===== config.mk =====
export PLATFORM = sky130hd
export DESIGN_NAME = wb_writeback_unit
export DESIGN_NICKNAME = d
export VERILOG_FILES = /design/src/rtl/wb_pkg.sv /design/src/rtl/wb_ll_fifo.sv /design/src/rtl/wb_writeback_unit.sv
export SDC_FILE = /design/constraint.sdc
export NUM_CORES = 1
export LEC_CHECK = 0
export ABC_CLOCK_PERIOD_IN_PS = 3000
export BUFFER_PORTS_ARGS = -buffer_cell sky130_fd_sc_hd__buf_2
export CAP_MARGIN = 15
export CELL_PAD_IN_SITES_DETAIL_PLACEMENT = 0
export CELL_PAD_IN_SITES_GLOBAL_PLACEMENT = 1
export CORE_MARGIN = 2
export CORE_UTILIZATION = 28
export CTS_BUF_LIST = sky130_fd_sc_hd__clkbuf_4 sky130_fd_sc_hd__clkbuf_8
export DETAILED_ROUTE_END_ITERATION = 8
export HOLD_SLACK_MARGIN = 0.02
export PLACE_DENSITY_LB_ADDON = 0.1
export SYNTH_ARGS = -nofsm -noshare
export SYNTH_HDL_FRONTEND = slang
export SYNTH_SLANG_ARGS = --single-unit

===== constraint.sdc =====
create_clock -name clk -period 3 [get_ports clk]
set_clock_uncertainty 0.2 [all_clocks]
set_input_delay 0.45 -clock clk [delete_from_list [all_inputs] [get_ports clk]]
set_output_delay 0.45 -clock clk [all_outputs]
set_load 0.005 [all_outputs]

===== src/rtl/wb_pkg.sv =====
// Shared types and widths for the writeback unit: register-file geometry and
// the long-latency result entry carried through the LL FIFO.
package wb_pkg;

    localparam int XLEN       = 32;
    localparam int REG_ADDR_W = 5;
    localparam int NUM_REGS   = 32;

    typedef struct packed {
        logic [REG_ADDR_W-1:0] rd;
        logic [XLEN-1:0]       data;
    } wb_entry_t;

    // True when a nonzero register address matches another address.
    function automatic logic rd_hit(input logic [REG_ADDR_W-1:0] a,
                                    input logic [REG_ADDR_W-1:0] b);
        return (a != '0) && (a == b);
    endfunction

endpackage


===== src/rtl/wb_ll_fifo.sv =====
// Synchronous FIFO of long-latency results. Pointers carry one extra wrap bit
// so that full and empty are distinguishable without a separate count.
module wb_ll_fifo
    import wb_pkg::*;
#(
    parameter int DEPTH = 2
) (
    input  logic      clk,
    input  logic      rst_n,
    input  logic      push,
    input  wb_entry_t push_entry,
    input  logic      pop,
    output wb_entry_t head,
    output logic      full,
    output logic      empty
);

    localparam int AW = $clog2(DEPTH);

    wb_entry_t   mem_q [DEPTH];
    logic [AW:0] wr_ptr_q, wr_ptr_d;
    logic [AW:0] rd_ptr_q, rd_ptr_d;
    logic        do_push, do_pop;

    always_comb begin
        empty   = (wr_ptr_q == rd_ptr_q);
        full    = (wr_ptr_q[AW] != rd_ptr_q[AW]) &&
                  (wr_ptr_q[AW-1:0] == rd_ptr_q[AW-1:0]);
        do_push = push && !full;
        do_pop  = pop && !empty;
        wr_ptr_d = wr_ptr_q;
        rd_ptr_d = rd_ptr_q;
        if (do_push) wr_ptr_d = wr_ptr_q + {{AW{1'b0}}, 1'b1};
        if (do_pop)  rd_ptr_d = rd_ptr_q + {{AW{1'b0}}, 1'b1};
        head = mem_q[rd_ptr_q[AW-1:0]];
    end

    always_ff @(posedge clk or negedge rst_n) begin
        if (!rst_n) begin
            wr_ptr_q <= '0;
            rd_ptr_q <= '0;
        end else begin
            wr_ptr_q <= wr_ptr_d;
            rd_ptr_q <= rd_ptr_d;
        end
    end

    // Storage needs no reset: the pointers alone define which entries are live.
    always_ff @(posedge clk) begin
        if (do_push) mem_q[wr_ptr_q[AW-1:0]] <= push_entry;
    end

endmodule


===== src/rtl/wb_writeback_unit.sv =====
// Register-file write-port arbiter merging the in-order pipe stream with queued
// long-latency results, plus LL busy scoreboard. Optional: WB_BYPASS_EN.
module wb_writeback_unit
    import wb_pkg::*;
#(
    parameter int LL_DEPTH     = 2,
    parameter int STARVE_LIMIT = 4
) (
    input  logic                  clk,
    input  logic                  rst_n,
    input  logic                  pipe_valid,
    input  logic [REG_ADDR_W-1:0] pipe_rd,
    input  logic [XLEN-1:0]       pipe_data,
    input  logic                  ll_issue,
    input  logic [REG_ADDR_W-1:0] ll_issue_rd,
    input  logic                  ll_valid,
    output logic                  ll_ready,
    input  logic [REG_ADDR_W-1:0] ll_rd,
    input  logic [XLEN-1:0]       ll_data,
    output logic                  rf_reg_write,
    output logic [REG_ADDR_W-1:0] rf_rd_addr,
    output logic [XLEN-1:0]       rf_write_data,
    input  logic [REG_ADDR_W-1:0] id_rs1_addr,
    input  logic [REG_ADDR_W-1:0] id_rs2_addr,
    input  logic [REG_ADDR_W-1:0] id_rd_addr,
    output logic                  id_hazard,
    output logic                  wb_stall
`ifdef WB_BYPASS_EN
    ,
    output logic                  id_rs1_fwd,
    output logic                  id_rs2_fwd,
    output logic [XLEN-1:0]       id_rs1_fwd_data,
    output logic [XLEN-1:0]       id_rs2_fwd_data
`endif
);

    localparam logic [REG_ADDR_W-1:0] STARVE_MAX = REG_ADDR_W'(STARVE_LIMIT);

    wb_entry_t             fifo_head, fifo_in;
    logic                  fifo_full, fifo_empty;
    logic                  ll_push, ll_pop, sel_pipe;
    logic [REG_ADDR_W-1:0] sel_rd;
    logic [XLEN-1:0]       sel_data;

    logic                  rf_reg_write_q, rf_reg_write_d;
    logic [REG_ADDR_W-1:0] rf_rd_addr_q, rf_rd_addr_d;
    logic [XLEN-1:0]       rf_write_data_q, rf_write_data_d;
    logic                  wb_stall_q, wb_stall_d;
    logic [REG_ADDR_W-1:0] starve_q, starve_d;
    logic [NUM_REGS-1:0]   busy_q, busy_d;
    logic                  busy_hit;

    // Ready ignores any same-cycle pop, so a full FIFO never accepts.
    assign ll_ready = rst_n && !fifo_full;
    assign ll_push  = ll_valid && ll_ready;
    assign fifo_in  = '{rd: ll_rd, data: ll_data};

    wb_ll_fifo #(.DEPTH(LL_DEPTH)) u_ll_fifo (
        .clk        (clk),
        .rst_n      (rst_n),
        .push       (ll_push),
        .push_entry (fifo_in),
        .pop        (ll_pop),
        .head       (fifo_head),
        .full       (fifo_full),
        .empty      (fifo_empty)
    );

    always_comb begin
        sel_pipe = !wb_stall_q && pipe_valid;
        ll_pop   = !sel_pipe && !fifo_empty;
        sel_rd   = sel_pipe ? pipe_rd : fifo_head.rd;
        sel_data = sel_pipe ? pipe_data : fifo_head.data;

        rf_reg_write_d  = (sel_pipe || ll_pop) && (sel_rd != '0);
        rf_rd_addr_d    = rf_rd_addr_q;
        rf_write_data_d = rf_write_data_q;
        if (rf_reg_write_d) begin
            rf_rd_addr_d    = sel_rd;
            rf_write_data_d = sel_data;
        end
    end

    // The stall lands on the same edge the counter saturates, and the stall
    // cycle always pops, so it self-clears after one cycle.
    always_comb begin
        if (fifo_empty || ll_pop)
            starve_d = '0;
        else if (starve_q != STARVE_MAX)
            starve_d = starve_q + 5'd1;
        else
            starve_d = starve_q;
        wb_stall_d = (starve_d == STARVE_MAX);
    end

    always_comb begin
        busy_d = busy_q;
        if (ll_pop && fifo_head.rd != '0) busy_d[fifo_head.rd] = 1'b0;
        if (ll_issue && ll_issue_rd != '0) busy_d[ll_issue_rd] = 1'b1;
        busy_d[0] = 1'b0;
    end

    always_ff @(posedge clk or negedge rst_n) begin
        if (!rst_n) begin
            rf_reg_write_q  <= 1'b0;
            rf_rd_addr_q    <= '0;
            rf_write_data_q <= '0;
            wb_stall_q      <= 1'b0;
            starve_q        <= '0;
            busy_q          <= '0;
        end else begin
            rf_reg_write_q  <= rf_reg_write_d;
            rf_rd_addr_q    <= rf_rd_addr_d;
            rf_write_data_q <= rf_write_data_d;
            wb_stall_q      <= wb_stall_d;
            starve_q        <= starve_d;
            busy_q          <= busy_d;
        end
    end

    assign rf_reg_write  = rf_reg_write_q;
    assign rf_rd_addr    = rf_rd_addr_q;
    assign rf_write_data = rf_write_data_q;
    assign wb_stall      = wb_stall_q;

    assign busy_hit = (id_rs1_addr != '0 && busy_q[id_rs1_addr]) ||
                      (id_rs2_addr != '0 && busy_q[id_rs2_addr]) ||
                      (id_rd_addr  != '0 && busy_q[id_rd_addr]);

`ifdef WB_BYPASS_EN
    always_comb begin
        id_rs1_fwd      = rf_reg_write_q && rd_hit(rf_rd_addr_q, id_rs1_addr);
        id_rs2_fwd      = rf_reg_write_q && rd_hit(rf_rd_addr_q, id_rs2_addr);
        id_rs1_fwd_data = rf_write_data_q;
        id_rs2_fwd_data = rf_write_data_q;
        id_hazard       = busy_hit;
    end
`else
    always_comb begin
        id_hazard = busy_hit ||
                    (rf_reg_write_q && (rd_hit(rf_rd_addr_q, id_rs1_addr) ||
                                        rd_hit(rf_rd_addr_q, id_rs2_addr)));
    end
`endif

    // Re-issuing to a busy rd is only legal when that rd's result pops this cycle.
    ll_issue_busy_a: assert property (@(posedge clk) disable iff (!rst_n)
        !(ll_issue && ll_issue_rd != '0 && busy_q[ll_issue_rd] &&
          !(ll_pop && fifo_head.rd == ll_issue_rd)));

endmodule


==> summary.md, run 1 <==
| Metric | Value |
|---|---|
| Die Span X | `165.9 um` |
| # Max-Cap Violations | `0` |
| Mapped Cells | `569` |
| DR vias/cell | `4.760` |
| Core footprint | `25910 um2` |
| Wire per inst | `18.00 um` |
| Cell Area, Placed | `8462 um2` |
| Register area share after synthesis | `0.5718` |
| Ys flop type | `dfrtp_1` |
| Max clock buf depth | `2` |
| Critical path class | `reg -> out` |
| IO buf count | `139` |
| Crit path arrival time | `2230 ps` |
| Grt total ovfl | `0` |
| Pins Over Slew Limit | `0` |
| Post-route cell area | `9338 um2` |
| TritonCTS buffer count | `17` |
| Worst-path clk slew | `110 ps` |
| Dpl ws | `65.71 ps` |
| Slack of the critical path | `115.2 ps` |
| Largest area contributor in the netlist | `edfxtp_1` |
| Fraction of layout cells with a size suffix above 1 | `0.3486` |
| FF+latch count, synth | `153` |
| Initial DRC Count | `334` |
| Final Hold Viols | `0` |
| Multi-input logic area | `3013 um2` |
| Cell Area, Synth | `7343 um2` |
| Gr usage total | `0.1456` |
| PD cells | `869.1 nW/um2` |
| FMAX | `346.6 MHz` |
| Clk Latency, worst-skew pair | `450 ps` |
| TritonRoute pass-1 iters | `4` |
| Nature of the critical path endpoint | `output port` |
| Number of synthesized flops with an enable pin | `74` |
| Clock H-tree levels | `4` |
| Clock Root Buffer | `clkbuf_8` |
| Final Cycle Share | `0.9616` |
| Die height | `165.9 um` |
| Synth top area share | `0.3026` |
| DRC | `0` |
| Vias in the first global route | `5620` |
| Minimum clock period | `2885 ps` |
| Layout fillers | `2581` |
| RSZ-0062 raised after global routing | `yes` |
| Average cell area after synthesis | `12.91 um2` |
| Seq. cell area | `4203 um2` |
| Initial Util | `0.2834` |
| Slew headroom | `0.5228` |
| Number of clock sinks | `153` |
| Area Growth Syn to Fin | `27.16%` |
| DR vias | `5250` |
| Commonest cells after routing, fill and taps aside | `buf_2, o21ai_0, dfrtp_1` |
| CTS tree | `built` |
| Outcome | `finished, final reports clean` |
| Slew at the pin with the worst max-slew slack | `715.8 ps` |
| Crit-path max FO | `4` |
| Critical Path Start Type | `register` |
| Inst Count DP | `1029` |
| Routed WL | `19850 um` |
| Io pins | `140` |
| Worst hold-check path type | `in -> reg` |
| Routability cong. | `0.8186` |
| Most common library cell in the layout ignoring fill and taps | `buf_2` |
| DP HPWL | `14330 um` |
| Leakage Power | `3.823 nW` |
| CP required | `2350 ps` |
| Post-route ant nets | `0` |
| First-pass GRT wire length | `31280 um` |
| FFs w/ async S/R, synth | `0.5163` |
| Initial antenna violation count | `2` |
| Fin cells | `1103` |
| Synth area leaders | `edfxtp_1, dfrtp_1, mux2i_1` |
| Die area | `27540 um2` |
| Site Rows | `59` |
| Largest net degree at the start of global routing | `68` |
| Post-route setup TNS | `0 ps` |
| Overall Power | `8.115 mW` |
| # setup viols final | `0` |
| Netlist cell types | `58` |
| NumNets Final | `854` |
| Worst VDD drop | `0.3130 mV` |
| Synthesized net count | `670` |
| Ys Warns | `0` |
## critical path: stages (launching register included)
cell,delay (ps)
dfrtp_1,450
mux2_2,310
a311oi_2,290
a2111oi_2,120
a2111oi_2,350
nand3_1,120
buf_2,140
## cell usage after synthesis, drive strengths merged, types with 6 or more instances
| cell | number |
|---|---|
| nand2b | 10 |
| buf | 17 |
| nor2 | 14 |
| nand3 | 14 |
| dfrtp | 79 |
| o21ai | 96 |
| nand2 | 51 |
| xnor2 | 15 |
| nand3b | 10 |
| mux4 | 12 |
| a21oi | 6 |
| edfxtp | 74 |
| clkbuf | 12 |
| mux2i | 49 |
| mux2 | 46 |
## routing by layer
layer / routed length (um) / share of wire / track usage / vias to the layer above
li1: - / - / - / 2488
met1: 8832 / 0.44 / 0.1848 / 2598
met2: 9758 / 0.49 / 0.2446 / 149
met3: 1029 / 0.052 / 0.04123 / 15
met4: 229 / 0.012 / 0.03856 / 0
met5: 0 / 0 / 0 / -
## report_power, final
part           internal (mW)  switching [mW]  total (mW)
clock                  0.877           0.876        1.75
sequential              2.90           0.595        3.50
combinational           1.48            1.38        2.87
## logic make-up (layout without fill, tap and decap cells)
| group | count (synthesis) | after routing | synth area share |
|---|---|---|---|
| buf+inv | 34 | 231 | 0.02453 |
| xor+xnor | 20 | 20 | 0.02488 |
| mux | 107 | 107 | 0.1883 |
| other cells | 0 | 2 | 0 |
| fa+ha+maj | 2 | 2 | 0.003407 |
| simple gates | 125 | 125 | 0.08724 |
| compound gates | 128 | 128 | 0.09985 |
| flops | 153 | 153 | 0.5718 |
## worst paths after layout
path | start | to | slack, ps | cells past startpoint
worst max-delay path | busy_q[13] | id_hazard | 120 | 6
worst min-delay path | pipe_data[30] | rf_write_data[30] | 130 | 4
worst max register to register | u_ll_fifo.rd_ptr_q[0] | rf_write_data[8] | 420 | 7
worst min register to register | u_ll_fifo.wr_ptr_q[1] | u_ll_fifo.wr_ptr_q[1] | 310 | 1
max in group asynchronous | rst_n | busy_q[2] | 1110 | 4
min in group asynchronous | rst_n | rf_write_data[26] | 380 | 3
## through the flow
| step | hold WS (ps) | util |
|---|---|---|
| 2_1_floorplan | -45.59 | - |
| 3_3_place_gp | 278.5 | 0.3266 |
| 3_5_place_dp | 289.0 | 0.3266 |
| 4_1_cts | 82.53 | 0.3588 |
| 5_1_grt | 110.5 | 0.3602 |
| 6_report | 125.1 | 0.3604 |
## flip-flops by register name, summed over array words and instances (netlist names), 2 cells and up
register / count
rf_write_data: 32
rf_rd_addr: 5
starve_q: 5
u_ll_fifo.rd_ptr_q: 2
u_ll_fifo.wr_ptr_q: 2
u_ll_fifo.mem_q: 74
busy_q: 31
## layout make-up
type,instances,area share
timing repair buffer,194,0.1319
inverter,5,0.002010
antenna,2,0.0005360
multi-input combinational,382,0.3227
tap,335,0.04489
sequential,153,0.4501
clock inverter,14,0.02211
clock buffer,18,0.02586
## what timing repair did
item / CTS / global route
pin swaps: 0 / 3
endpoints found under the hold margin: 100 / 0
hold buffers: 38 / 0
setup buffers: 0 / 2
gates resized for setup: 2 / 6
endpoints found under the setup margin: 1 / 1
Note: power is estimated with default switching activity, not from simulation.
==> run 2, diff against run 1 <==
--- a/config.mk
+++ b/config.mk
@@ -16,6 +16,8 @@
 export DETAILED_ROUTE_END_ITERATION = 8
 export HOLD_SLACK_MARGIN = 0.02
 export PLACE_DENSITY_LB_ADDON = 0.1
+export RECOVER_POWER = 25
+export SKIP_CTS_REPAIR_TIMING = 1
 export SYNTH_ARGS = -nofsm -noshare
 export SYNTH_HDL_FRONTEND = slang
 export SYNTH_SLANG_ARGS = --single-unit
==> run 2 against run 1 <==
Net effect: sequential cell count did not move; register-to-register slack is essentially flat; final area down 0.48%; hold slack got worse by 2.5 ps; non-clock buffer count unchanged; clock power about the same; largest cell class unchanged; critical endpoint unchanged; setup slack lost 5.5 ps; critical path depth is the same; core utilization is 0.17 points lower; largest power group unchanged; sequential power about the same; die area unchanged; highest routed layer unchanged; total power about the same.
==> summary.md, run 2 (synthesis results as in run 1) <==
| Metric | Value |
|---|---|
| Hold_ws | `122.7 ps` |
| Die area | `27540 um2` |
| M1 GR Usage | `0.1827` |
| DR vias/cell | `4.749` |
| Worst-path cell chain | `mux4_2, mux2i_1, nor3b_1, a2111oi_2, nand3_1, buf_2` |
| Final Cycle Share | `0.9634` |
| Post-route ant nets | `0` |
| Fraction of layout cells with a size suffix above 1 | `0.3042` |
| FMAX | `346.0 MHz` |
| TritonCTS buffer count | `17` |
| First-pass GRT wire length | `30870 um` |
| Critical Path Start Type | `register` |
| Dpl ws | `65.71 ps` |
| Clock Root Buffer | `clkbuf_8` |
| Core footprint | `25910 um2` |
| Grt total ovfl | `0` |
| # setup viols final | `0` |
| DR vias | `5238` |
| Die height | `165.9 um` |
| Met3 Track Usage GR | `0.04576` |
| NumNets Final | `854` |
| Nature of the critical path endpoint | `output port` |
| Initial antenna violation count | `2` |
| Site Rows | `59` |
| Clk Latency, worst-skew pair | `460 ps` |
| Gr usage total | `0.1445` |
| Slowest-stage cell, CP | `mux4_2` |
| Largest net degree at the start of global routing | `68` |
| Clock H-tree levels | `4` |
| Initial Util | `0.2834` |
| RSZ-0062 raised after global routing | `yes` |
| Final Hold Viols | `0` |
| Routability cong. | `0.8186` |
| Vias in the first global route | `5490` |
| Worst hold-check path type | `in -> reg` |
| Most crowded layer after global routing | `met2` |
| IO buf count | `139` |
| Worst-path clk slew | `110 ps` |
| Number of clock sinks | `153` |
| Slew at the pin with the worst max-slew slack | `721.8 ps` |
| Initial DRC Count | `336` |
| Area Growth Syn to Fin | `26.55%` |
| Worst R2R Setup Slack | `410 ps` |
| Io pins | `140` |
| Worst VDD drop | `0.3136 mV` |
| Crit path arrival time | `2240 ps` |
| Max clock buf depth | `2` |
| Routed WL | `19860 um` |
| Max reg flops | `74` |
| Slack of the critical path | `109.7 ps` |
| Most common library cell in the layout ignoring fill and taps | `buf_2` |
| Pins Over Slew Limit | `0` |
| PD cells | `873.5 nW/um2` |
| Die Span X | `165.9 um` |
| Crit-path max FO | `4` |
| DP HPWL | `14330 um` |
| Critical path class | `reg -> out` |
| DRC | `0` |
| Slew headroom | `0.5188` |
| Minimum clock period | `2890 ps` |
| # Max-Cap Violations | `0` |
| Leakage Power | `3.728 nW` |
| Commonest cells after routing, fill and taps aside | `buf_2, o21ai_0, dfrtp_1` |
| Outcome | `finished, final reports clean` |
| Met2 GRT Util | `0.2398` |
| CTS tree | `built` |
| CP required | `2350 ps` |
| TritonRoute pass-1 iters | `4` |
| Crit path largest cell delay | `480 ps` |
| Wire per inst | `18.01 um` |
run 2: final cells by class:
type                    instances  area, um2
diodes                          2      5.005
clock buffers                  18      241.5
clock inverters                14      206.4
fillers                      2597      16620
inverters                       5      18.77
multi-input cells             382       3013
flip-flops and latches        153       4203
well taps                     335      419.2
repair buffers                194       1186
run 2: where the power goes:
part	total, mW	switching, mW	internal (mW)
combinational	2.86	1.38	1.48
clock	1.76	0.882	0.877
sequential	3.50	0.600	2.90
run 2: per-stage QoR:
stage	cell area [um2]	utilization	power (mW)	instances	TNS, ps
after floorplan	7346	-	5.297	569	0
after global placement	8462	0.3266	6.301	1029	0
after detailed placement	8462	0.3266	6.367	1029	0
after CTS	8910	0.3439	8.159	1061	-192.9
after global routing	9288	0.3584	8.653	1101	-10.89
final	9293	0.3586	8.117	1103	0
run 2: path summary, 6_finish.rpt:
path | start | end | cells past startpoint
max | busy_q[23] | id_hazard | 6
min | pipe_data[30] | rf_write_data[30] | 4
max reg2reg | u_ll_fifo.rd_ptr_q[0] | rf_write_data[8] | 7
min reg2reg | u_ll_fifo.wr_ptr_q[1] | u_ll_fifo.wr_ptr_q[1] | 1
max in group asynchronous | rst_n | busy_q[3] | 4
min in group asynchronous | rst_n | rf_write_data[26] | 3
run 2: critical path: cells and delay by family (launching register included):
kind / cells / cell delay, ps
AO/OA/AOI/OAI: 1 / 390
multiplexers: 2 / 620
AND/OR/NAND/NOR: 2 / 200
buffers and inverters: 1 / 150
flip-flops: 1 / 440
run 2: routing by layer:
layer  vias up  wire [um]
met5         -          0
met4         0        238
met3        17       1115
met2       163       9658
met1      2571       8850
li1       2487          -
